File: config.mk
export PLATFORM = sky130hd
export DESIGN_NAME = chess_scan_seq_flat
export DESIGN_NICKNAME = d
export VERILOG_FILES = /design/src/rtl/chess_scan_seq_if.sv /design/src/rtl/chess_scan_seq.sv /design/src/flat_wrapper.sv
export SDC_FILE = /design/constraint.sdc
export NUM_CORES = 1
export LEC_CHECK = 0
export ABC_AREA = 1
export CORE_MARGIN = 1.5
export CORE_UTILIZATION = 46
export DETAILED_ROUTE_END_ITERATION = 10
export GPL_TIMING_DRIVEN = 0
export PLACE_DENSITY = 0.79
export SETUP_SLACK_MARGIN = 0.3
export SYNTH_ARGS = -nofsm -noshare
export SYNTH_HDL_FRONTEND = slang
export SYNTH_SLANG_ARGS = --single-unit
export TNS_END_PERCENT = 10
File: constraint.sdc
create_clock -name clk -period 2 [get_ports clk]
set_input_delay 0.6 -clock clk [delete_from_list [all_inputs] [get_ports clk]]
set_output_delay 0.6 -clock clk [all_outputs]
set_load 0.02 [all_outputs]
File: src/rtl/chess_scan_seq_if.sv
// Bus bundle between the scan sequencer and its neighbours: piece loading,
// the move-generator command/response pins and the outgoing move stream.
interface chess_scan_seq_if;
    // Handshakes (load_valid/load_ready, move_valid/move_ready): a transfer happens on a
    // rising clk edge where valid and ready are both high; once raised, valid and its
    // payload stay stable until that edge; ready may depend on state but never on valid.
    logic       load_valid;
    logic       load_ready;
    logic [5:0] load_sq;
    logic [3:0] load_piece;
    logic [7:0] cmd_addr;
    logic [5:0] cmd_data;
    logic [7:0] resp;
    logic       move_valid;
    logic       move_ready;
    logic [5:0] move_from;
    logic [5:0] move_to;

    modport master (
        input  load_valid, load_sq, load_piece, resp, move_ready,
        output load_ready, cmd_addr, cmd_data, move_valid, move_from, move_to
    );

    modport slave (
        output load_valid, load_sq, load_piece, resp, move_ready,
        input  load_ready, cmd_addr, cmd_data, move_valid, move_from, move_to
    );
endinterface

File: src/rtl/chess_scan_seq.sv
// Host-side initiator for the chess move generator: loads pieces and walks an
// MVV-LVA capture scan, streaming pseudo-legal (from, to) pairs out.
module chess_scan_seq #(
    parameter int COUNT_W = 8
) (
    input  logic               clk,
    input  logic               rst,
    chess_scan_seq_if.master   bus,
    input  logic               start,
    input  logic               start_wtm,
    output logic               busy,
    output logic               done,
    output logic               illegal_pos,
    output logic [COUNT_W-1:0] move_count,
    output logic [3:0]         dbg_state
);

    typedef enum logic [3:0] {
        S_IDLE    = 4'd0,
        S_LOAD    = 4'd1,
        S_EN_ALL  = 4'd2,
        S_VFIND   = 4'd3,
        S_VWAIT   = 4'd4,
        S_AFIND   = 4'd5,
        S_AWAIT   = 4'd6,
        S_EMIT    = 4'd7,
        S_ADIS    = 4'd8,
        S_RECOLOR = 4'd9,
        S_VDIS    = 4'd10,
        S_DONE    = 4'd11
    } state_t;

    state_t             state_q, state_d;
    logic               wtm_q, wtm_d;
    logic               first_q, first_d;
    logic [5:0]         victim_q, victim_d;
    logic [5:0]         aggr_q, aggr_d;
    logic               illegal_q, illegal_d;
    logic [COUNT_W-1:0] count_q, count_d;
    logic [7:0]         cmd_addr_q, cmd_addr_d;
    logic [5:0]         cmd_data_q, cmd_data_d;
    logic [7:0]         shadow_addr_q, shadow_addr_d;
    logic [5:0]         shadow_data_q, shadow_data_d;

    always_comb begin
        state_d       = state_q;
        wtm_d         = wtm_q;
        first_d       = first_q;
        victim_d      = victim_q;
        aggr_d        = aggr_q;
        illegal_d     = illegal_q;
        count_d       = count_q;
        shadow_addr_d = shadow_addr_q;
        shadow_data_d = shadow_data_q;

        unique case (state_q)
            S_IDLE: begin
                if (bus.load_valid) begin
                    state_d = S_LOAD;
                end else if (start) begin
                    state_d   = S_EN_ALL;
                    wtm_d     = start_wtm;
                    first_d   = 1'b1;
                    illegal_d = 1'b0;
                    count_d   = '0;
                end
            end
            S_LOAD:    state_d = S_IDLE;
            S_EN_ALL:  state_d = S_VFIND;
            S_VFIND:   state_d = S_VWAIT;
            S_VWAIT: begin
                first_d = 1'b0;
                // Only the opening victim search can reveal a capturable enemy king.
                if (first_q && bus.resp[7]) begin
                    illegal_d = 1'b1;
                    state_d   = S_DONE;
                end else if (bus.resp[6]) begin
                    state_d = S_DONE;
                end else begin
                    victim_d = bus.resp[5:0];
                    state_d  = S_AFIND;
                end
            end
            S_AFIND:   state_d = S_AWAIT;
            S_AWAIT: begin
                if (bus.resp[6]) begin
                    state_d = S_RECOLOR;
                end else begin
                    aggr_d  = bus.resp[5:0];
                    state_d = S_EMIT;
                end
            end
            S_EMIT: begin
                if (bus.move_ready) begin
                    if (count_q != '1) count_d = count_q + COUNT_W'(1);
                    state_d = S_ADIS;
                end
            end
            S_ADIS:    state_d = S_AFIND;
            S_RECOLOR: state_d = S_VDIS;
            S_VDIS:    state_d = S_VFIND;
            S_DONE:    state_d = S_IDLE;
            default:   state_d = S_IDLE;
        endcase

        // Command pins are registered from the next state; with no NOP available the
        // generator idles on a repeat of the most recent FIND command.
        cmd_addr_d = shadow_addr_q;
        cmd_data_d = shadow_data_q;
        unique case (state_d)
            S_LOAD: begin
                cmd_addr_d = {2'b00, bus.load_sq};
                cmd_data_d = {2'b00, bus.load_piece};
            end
            S_EN_ALL: begin
                cmd_addr_d = 8'h60;
                cmd_data_d = 6'd0;
            end
            S_VFIND: begin
                cmd_addr_d    = {3'b110, wtm_d, 4'b0000};
                cmd_data_d    = 6'd0;
                shadow_addr_d = cmd_addr_d;
                shadow_data_d = cmd_data_d;
            end
            S_AFIND: begin
                cmd_addr_d    = {3'b111, wtm_d, 4'b0000};
                cmd_data_d    = victim_d;
                shadow_addr_d = cmd_addr_d;
                shadow_data_d = cmd_data_d;
            end
            S_ADIS: begin
                cmd_addr_d = {2'b10, aggr_d};
                cmd_data_d = 6'd0;
            end
            S_RECOLOR: begin
                cmd_addr_d = {3'b010, wtm_d, 4'b0000};
                cmd_data_d = 6'd0;
            end
            S_VDIS: begin
                cmd_addr_d = {2'b10, victim_d};
                cmd_data_d = 6'd0;
            end
            default: ;
        endcase
    end

    always_ff @(posedge clk) begin
        if (rst) begin
            state_q       <= S_IDLE;
            wtm_q         <= 1'b0;
            first_q       <= 1'b0;
            victim_q      <= 6'd0;
            aggr_q        <= 6'd0;
            illegal_q     <= 1'b0;
            count_q       <= '0;
            cmd_addr_q    <= 8'hC0;
            cmd_data_q    <= 6'd0;
            shadow_addr_q <= 8'hC0;
            shadow_data_q <= 6'd0;
        end else begin
            state_q       <= state_d;
            wtm_q         <= wtm_d;
            first_q       <= first_d;
            victim_q      <= victim_d;
            aggr_q        <= aggr_d;
            illegal_q     <= illegal_d;
            count_q       <= count_d;
            cmd_addr_q    <= cmd_addr_d;
            cmd_data_q    <= cmd_data_d;
            shadow_addr_q <= shadow_addr_d;
            shadow_data_q <= shadow_data_d;
        end
    end

    assign bus.load_ready = (state_q == S_IDLE);
    assign bus.cmd_addr   = cmd_addr_q;
    assign bus.cmd_data   = cmd_data_q;
    assign bus.move_valid = (state_q == S_EMIT);
    assign bus.move_from  = aggr_q;
    assign bus.move_to    = victim_q;
    assign busy           = (state_q != S_IDLE) && (state_q != S_LOAD);
    assign done           = (state_q == S_DONE);
    assign illegal_pos    = illegal_q;
    assign move_count     = count_q;
    assign dbg_state      = state_q;

endmodule

File: src/flat_wrapper.sv
// flat-port wrapper written by rule: the top's interface ports become plain ports
module chess_scan_seq_flat 
#(
    parameter int COUNT_W = 8
)
  (clk, rst, start, start_wtm, busy, done, illegal_pos, move_count, dbg_state, bus_load_valid, bus_load_sq, bus_load_piece, bus_resp, bus_move_ready, bus_load_ready, bus_cmd_addr, bus_cmd_data, bus_move_valid, bus_move_from, bus_move_to);
  chess_scan_seq_if bus_i ();
  input  logic clk;
  input  logic rst;
  input  logic start;
  input  logic start_wtm;
  output logic busy;
  output logic done;
  output logic illegal_pos;
  output logic [COUNT_W-1:0] move_count;
  output logic [3:0] dbg_state;
  input wire logic [$bits(bus_i.load_valid)-1:0] bus_load_valid;
  input wire logic [$bits(bus_i.load_sq)-1:0] bus_load_sq;
  input wire logic [$bits(bus_i.load_piece)-1:0] bus_load_piece;
  input wire logic [$bits(bus_i.resp)-1:0] bus_resp;
  input wire logic [$bits(bus_i.move_ready)-1:0] bus_move_ready;
  output wire logic [$bits(bus_i.load_ready)-1:0] bus_load_ready;
  output wire logic [$bits(bus_i.cmd_addr)-1:0] bus_cmd_addr;
  output wire logic [$bits(bus_i.cmd_data)-1:0] bus_cmd_data;
  output wire logic [$bits(bus_i.move_valid)-1:0] bus_move_valid;
  output wire logic [$bits(bus_i.move_from)-1:0] bus_move_from;
  output wire logic [$bits(bus_i.move_to)-1:0] bus_move_to;
  assign bus_i.load_valid = bus_load_valid;
  assign bus_i.load_sq = bus_load_sq;
  assign bus_i.load_piece = bus_load_piece;
  assign bus_i.resp = bus_resp;
  assign bus_i.move_ready = bus_move_ready;
  assign bus_load_ready = bus_i.load_ready;
  assign bus_cmd_addr = bus_i.cmd_addr;
  assign bus_cmd_data = bus_i.cmd_data;
  assign bus_move_valid = bus_i.move_valid;
  assign bus_move_from = bus_i.move_from;
  assign bus_move_to = bus_i.move_to;
  chess_scan_seq #(.COUNT_W(COUNT_W)) u_core (.clk(clk), .rst(rst), .bus(bus_i), .start(start), .start_wtm(start_wtm), .busy(busy), .done(done), .illegal_pos(illegal_pos), .move_count(move_count), .dbg_state(dbg_state));
endmodule
-- Word-level counts from Yosys, hierarchy flattened
Index checks and enable logic that the tools add are counted.
- equal/unequal tests: 24
- multiply operators: 0
- multiplexer cells: 31
- divide/modulo/power cells: 0
- bitwise gates (word level): 0
- $lt $le $gt $ge: 0
- shifts and indexed selects: 0
- add/sub/neg operators: 1
- reduce and logical (&&, ||, !) cells: 12
- operators with widths (kind ; count):
    8-bit case mux with 7 select lines ; 1
    4-bit case mux with 9 select lines ; 1
    8-bit 2-to-1 mux ; 4
    8-bit case mux with 2 select lines ; 2
    6-bit 2-to-1 mux ; 5
    4-bit equality test, second input constant ; 7
    4-bit 2-to-1 mux ; 6
    4-bit by 3-bit equality test with 1-bit output, second input constant ; 5
    6-bit case mux with 3 select lines ; 1
    4-bit by 2-bit equality test with 1-bit output, second input constant ; 4
    6-bit case mux with 2 select lines ; 1
    8-bit by 1-bit adder with 8-bit output, second input constant ; 1
    1-bit 2-to-1 mux ; 8
    8-bit inequality test, second input constant ; 1
    2-bit inequality test, second input constant ; 3
    2-bit nonzero test ; 3
    5-bit AND reduction ; 1
    5-bit OR reduction ; 1
    4-bit by 1-bit equality test with 1-bit output, second input constant ; 1
    4-bit logical NOT ; 1
    2-bit by 1-bit inequality test with 1-bit output, second input constant ; 2
    4-bit by 1-bit inequality test with 1-bit output, second input constant ; 1
    1-bit case mux with 2 select lines ; 2
    4-bit AND reduction ; 1
    other kinds (4) ; 5
- register bits: 55
- memories kept: 0
- output and inout bits: 43
- latch bits: 0
- bits of input ports: 24
- memory bits (read-only): 0
- word-level logic and storage cells: 79
- memory bits (writable): 0

-- Logic depth before layout (Yosys ltp)
- word-level depth: 6
- mapped depth: 13
- mapped depth without buffers: 12

-- Least setup slack after synthesis
No wires, ideal clock.
- kind: register to register
- start: reg u_core.state_q[1], in the netlist u_core.dbg_state[1]
- end: reg u_core.count_q[7], in the netlist u_core.move_count[7]
- stages on the path, launching flop included: 11
- path buffers: 1
- setup slack: -19 ps
- data arrival time: 1902 ps
- cell sequence: dfxtp_1 -> buf_4 -> nand2_1 -> nor2_1 -> o21ai_1 -> nand2_1 -> nand2_1 -> nor2_1 -> nand3_1 -> o21ai_0 -> nor2_1
- word-level cells in the longest chain between the ends: 3
- RTL lines (element ; line ; RTL):
    start, declared ; chess_scan_seq.sv:33 ; state_t state_q, state_d;
    start signal, assigned ; chess_scan_seq.sv:161 ; state_q <= state_d;
    4-bit by 3-bit equality test with 1-bit output * ; n/a ;
    via bus_move_valid ; flat_wrapper.sv:25 ; output wire logic [$bits(bus_i.move_valid)-1:0] bus_move_valid;
    2-bit by 1-bit inequality test with 1-bit output (no line) (tied with other cells) ; n/a ;
    5-bit AND reduction (no line) ; n/a ;
    end signal, assigned ; chess_scan_seq.sv:167 ; count_q <= count_d;
    end, declared ; chess_scan_seq.sv:39 ; logic [COUNT_W-1:0] count_q, count_d;
Mark *: on every way through the listed nets, which the timed path passes. The rest lies on a longest branch.
A chain may end at the register's enable or synchronous reset.

-- Worst setup path in the final report
- start: reg u_core.state_q[3], in the netlist u_core.dbg_state[3]
- end: reg u_core.cmd_addr_q[4], in the netlist u_core.bus.cmd_addr[4]
- word-level cells in the longest chain between the ends: 5
- RTL lines (element ; line ; RTL):
    4-bit by 2-bit equality test with 1-bit output (tied with other cells) ; chess_scan_seq.sv:56 ; unique case (state_q)
    2-bit OR reduction (no line) / 4-bit 2-to-1 mux (equally long branches) ; n/a ;
    4-bit case mux with 9 select lines ; chess_scan_seq.sv:56 ;
    4-bit equality test (tied with other cells) ; chess_scan_seq.sv:110 ; unique case (state_d)
    8-bit case mux with 7 select lines * ; chess_scan_seq.sv:110 ;
    end signal, assigned ; chess_scan_seq.sv:168 ; cmd_addr_q <= cmd_addr_d;
    end, declared ; chess_scan_seq.sv:40 ; logic [7:0] cmd_addr_q, cmd_addr_d;
Every way passes the cells marked *; elsewhere a longest branch is shown, timed or not.

==> impl_metrics.tcl <==
set metrics [dict create \
    status "finished, final reports clean" \
    synth_edf_count 0 \
    drc 0 \
    totalWireLength_um 7210 \
    preCtsSetupSlack_ps -433 \
    setup-violations-final 0 \
    synth.most_common_cell "nand2_1" \
    r2r-start "u_core.dbg_state[3]" \
    drive_above_1_share 0.253 \
    ant_nets 0 \
    synth_top_family_by_area "simple AND/OR/NAND/NOR gates" \
    crit_arrival_ps 2140 \
    die-area_um2 5230 \
    multiInputGateArea_um2 1300 \
    portBuffers 65 \
    grt_max_degree 17 \
    cp_top_family "simple AND/OR/NAND/NOR gates" \
    final_cells 461 \
    rows 25 \
    crit_required_ps 2200 \
    num_antenna_cells 0 \
    cap_violations 0 \
    wl_per_cell_um 15.6 \
    synth_area_leaders "dfxtp_1 44%, nand2_1 10%, nor2_1 8.8%" \
    ir_worst_vdd_mv 0.575 \
    regArea_um2 993 \
    leakage_nw 1.56 \
    hold_class "register to register" \
    worstPathCellList "buf_4, nor2_4, buf_6, nand3_4, nand2_2, inv_2, nand2_2, nand4_4, buf_4, buf_6, nand3_4, nand2_1, inv_1, a21oi_1" \
    area_growth_pct 60.4 \
    worstSetupEndpointType "register" \
    coreArea_um2 4660 \
    cts_root_buf "clkbuf_8" \
    tritoncts "done" \
    grtUsageTotal 0.260 \
    synth_xor_xnor_area_share 0.00396 \
    power.total_mw 2.48 \
    grt_pass1_wl_um 10600 \
    max_slew.worst_pin.slew_ps 548 \
    netlist_area_um2 2210 \
    cpPeakStageDelay_ps 380 \
    whs_ps 471 \
    rsz0062_at_grt "yes" \
    min_from "u_core.move_count[4]" \
    synth_simple_gate_area_frac 0.308 \
    drtPass1Iterations 5 \
    worstSkewPairLatency_ps 310 \
    synth_ff_type "dfxtp_1" \
    grt_pass1_vias 2356 \
    slew_headroom 0.635 \
    fin_skew_ps 12.3 \
    yosys.area.top_type "dfxtp_1" \
    io_pins 67 \
    synthArstFlopShare 0 \
    seq_area_frac_synth 0.444 \
    period_minus_slack_ps 1930 \
    place_inst 429 \
    synth_warnings 0 \
    fill_cells 333 \
    avgSynthCellArea_um2 7.13 \
    worstSetupPathType "register to register" \
    yosys.cell_types.count 31 \
    period_share 0.967 \
    start_util 0.474 \
    hold_violations 0 \
    fmax_mhz 517 \
    netlist_instances 310 \
    cp-start-kind "register" \
    synth_fa_ha_area_frac 0.00566 \
    crit_buf_inv 6 \
    drt_iter0_markers 126 \
    fin_ws_ps 65.3 \
    report.final.slew_viol_count 0 \
    grt_overflow 0 \
    dp_hpwl_um 4160 \
    antenna_found_initial 0 \
    cts.path.max_buffers 2 \
    numClockSinks 49 \
    clk_pin_slew_worst_paths_ps 100 \
    cpMaxStageDelayCell "dfxtp_4" \
    die_x_um 72.3 \
    synth_mux_area_frac 0.0272 \
    synth_seq_cells 49 \
    vias_per_cell 5.48 \
    place_congestion 0.856 \
    crit_fanout 7 \
    die_y_um 72.3 \
    powerDensity_nw_per_um2 700 \
    synth-compound-area-share 0.125 \
    htreeDepth 2 \
    numCtsBuffers 5 \
    synth.top_cell.area_share 0.444 \
    crit_start "u_core.dbg_state[3]" \
    nets 431 \
    vias 2528 \
    synth_nets 335 \
    synthTopCellsByCount "60 x nand2_1, 52 x nor2_1, 49 x dfxtp_1" \
]
[final cells by class]
type / count / share of cell area
timing repair buffer: 89 / 0.242
sequential: 49 / 0.280
inverter: 41 / 0.0448
buffer: 8 / 0.0152
clock buffer: 5 / 0.0194
tap: 54 / 0.0191
multi-input combinational: 212 / 0.367
clock inverter: 3 / 0.0124
[timing repair]
item                                   in CTS  in global routing
cloned                                      1                  1
pin swaps                                  20                  9
endpoints found under the hold margin       0                  0
hold buffers                                0                  0
setup endpoints to repair                  74                 72
gates resized for setup                    86                 30
setup buffers                              15                  7
[state kept, by name (all words and copies together), names as in the netlist]
register / cells
u_core.bus.cmd_addr: 8
u_core.bus.cmd_data: 6
u_core.bus.move_from: 6
u_core.bus.move_to: 6
u_core.dbg_state: 4
u_core.first_q: 1
u_core.illegal_pos: 1
u_core.move_count: 8
u_core.shadow_addr_q: 2
u_core.shadow_data_q: 6
u_core.wtm_q: 1
[worst paths after layout]
check                           endpoint  slack [ps]  cells past startpoint
setup / recovery  u_core.bus.cmd_addr[4]          70                     14
hold / removal      u_core.move_count[4]         470                      2
setup reg to reg  u_core.bus.cmd_addr[4]          70                     14
hold reg to reg     u_core.move_count[4]         470                      2
[power breakdown]
part           leakage (nW)  switching (mW)  internal, mW
Combinational          1.10           0.405         0.294
Clock                0.0585           0.351         0.375
Sequential            0.400          0.0297          1.03
Total                  1.56           0.785          1.70
[per-layer routing]
layer	track usage	part of all wire	vias up
met2	0.459	0.49	133
met3	0.0667	0.083	25
li1	-	-	1188
met5	0	0	-
met4	0.111	0.037	0
met1	0.298	0.39	1182
[cell families (layout without fill, tap and decap cells)]
kind of cell / after synthesis / in the layout
simple gates: 153 / 153
xor+xnor: 1 / 1
flops: 49 / 49
mux: 6 / 6
fa+ha+maj: 1 / 1
compound gates: 51 / 51
buf+inv: 49 / 146
[stage by stage]
stage               area (um^2)  setup TNS, ps  utilization
finish                     3550              0        0.761
global route               3550          -28.6        0.761
CTS                        3390              0        0.727
detailed placement         2950          -8990        0.632
global placement           2950          -8380        0.632
floorplan                  2230              0            -
[cell usage in the layout (no fill, tap or decap), drive strengths merged]
cell	count
a211oi	2
a21oi	23
a31oi	1
buf	31
bufinv	1
clkbuf	9
clkdlybuf4s15	1
clkdlybuf4s50	52
clkinv	2
dfxtp	49
dlygate4sd2	6
dlymetal6s2s	3
ha	1
inv	41
mux2i	6
nand2	60
nand3	16
nand3b	1
nand4	5
nor2	58
nor3	6
o21ai	20
o22ai	2
o2bb2ai	3
or2	7
xnor2	1
[worst reg2reg max path, stage by stage (launching register included)]
cell	delay [ps]
dfxtp_4	380
buf_4	150
nor2_4	140
buf_6	130
nand3_4	70
nand2_2	70
inv_2	60
nand2_2	70
nand4_4	170
buf_4	190
buf_6	110
nand3_4	100
nand2_1	80
inv_1	50
a21oi_1	60
(Power assumes the default switching activity.)
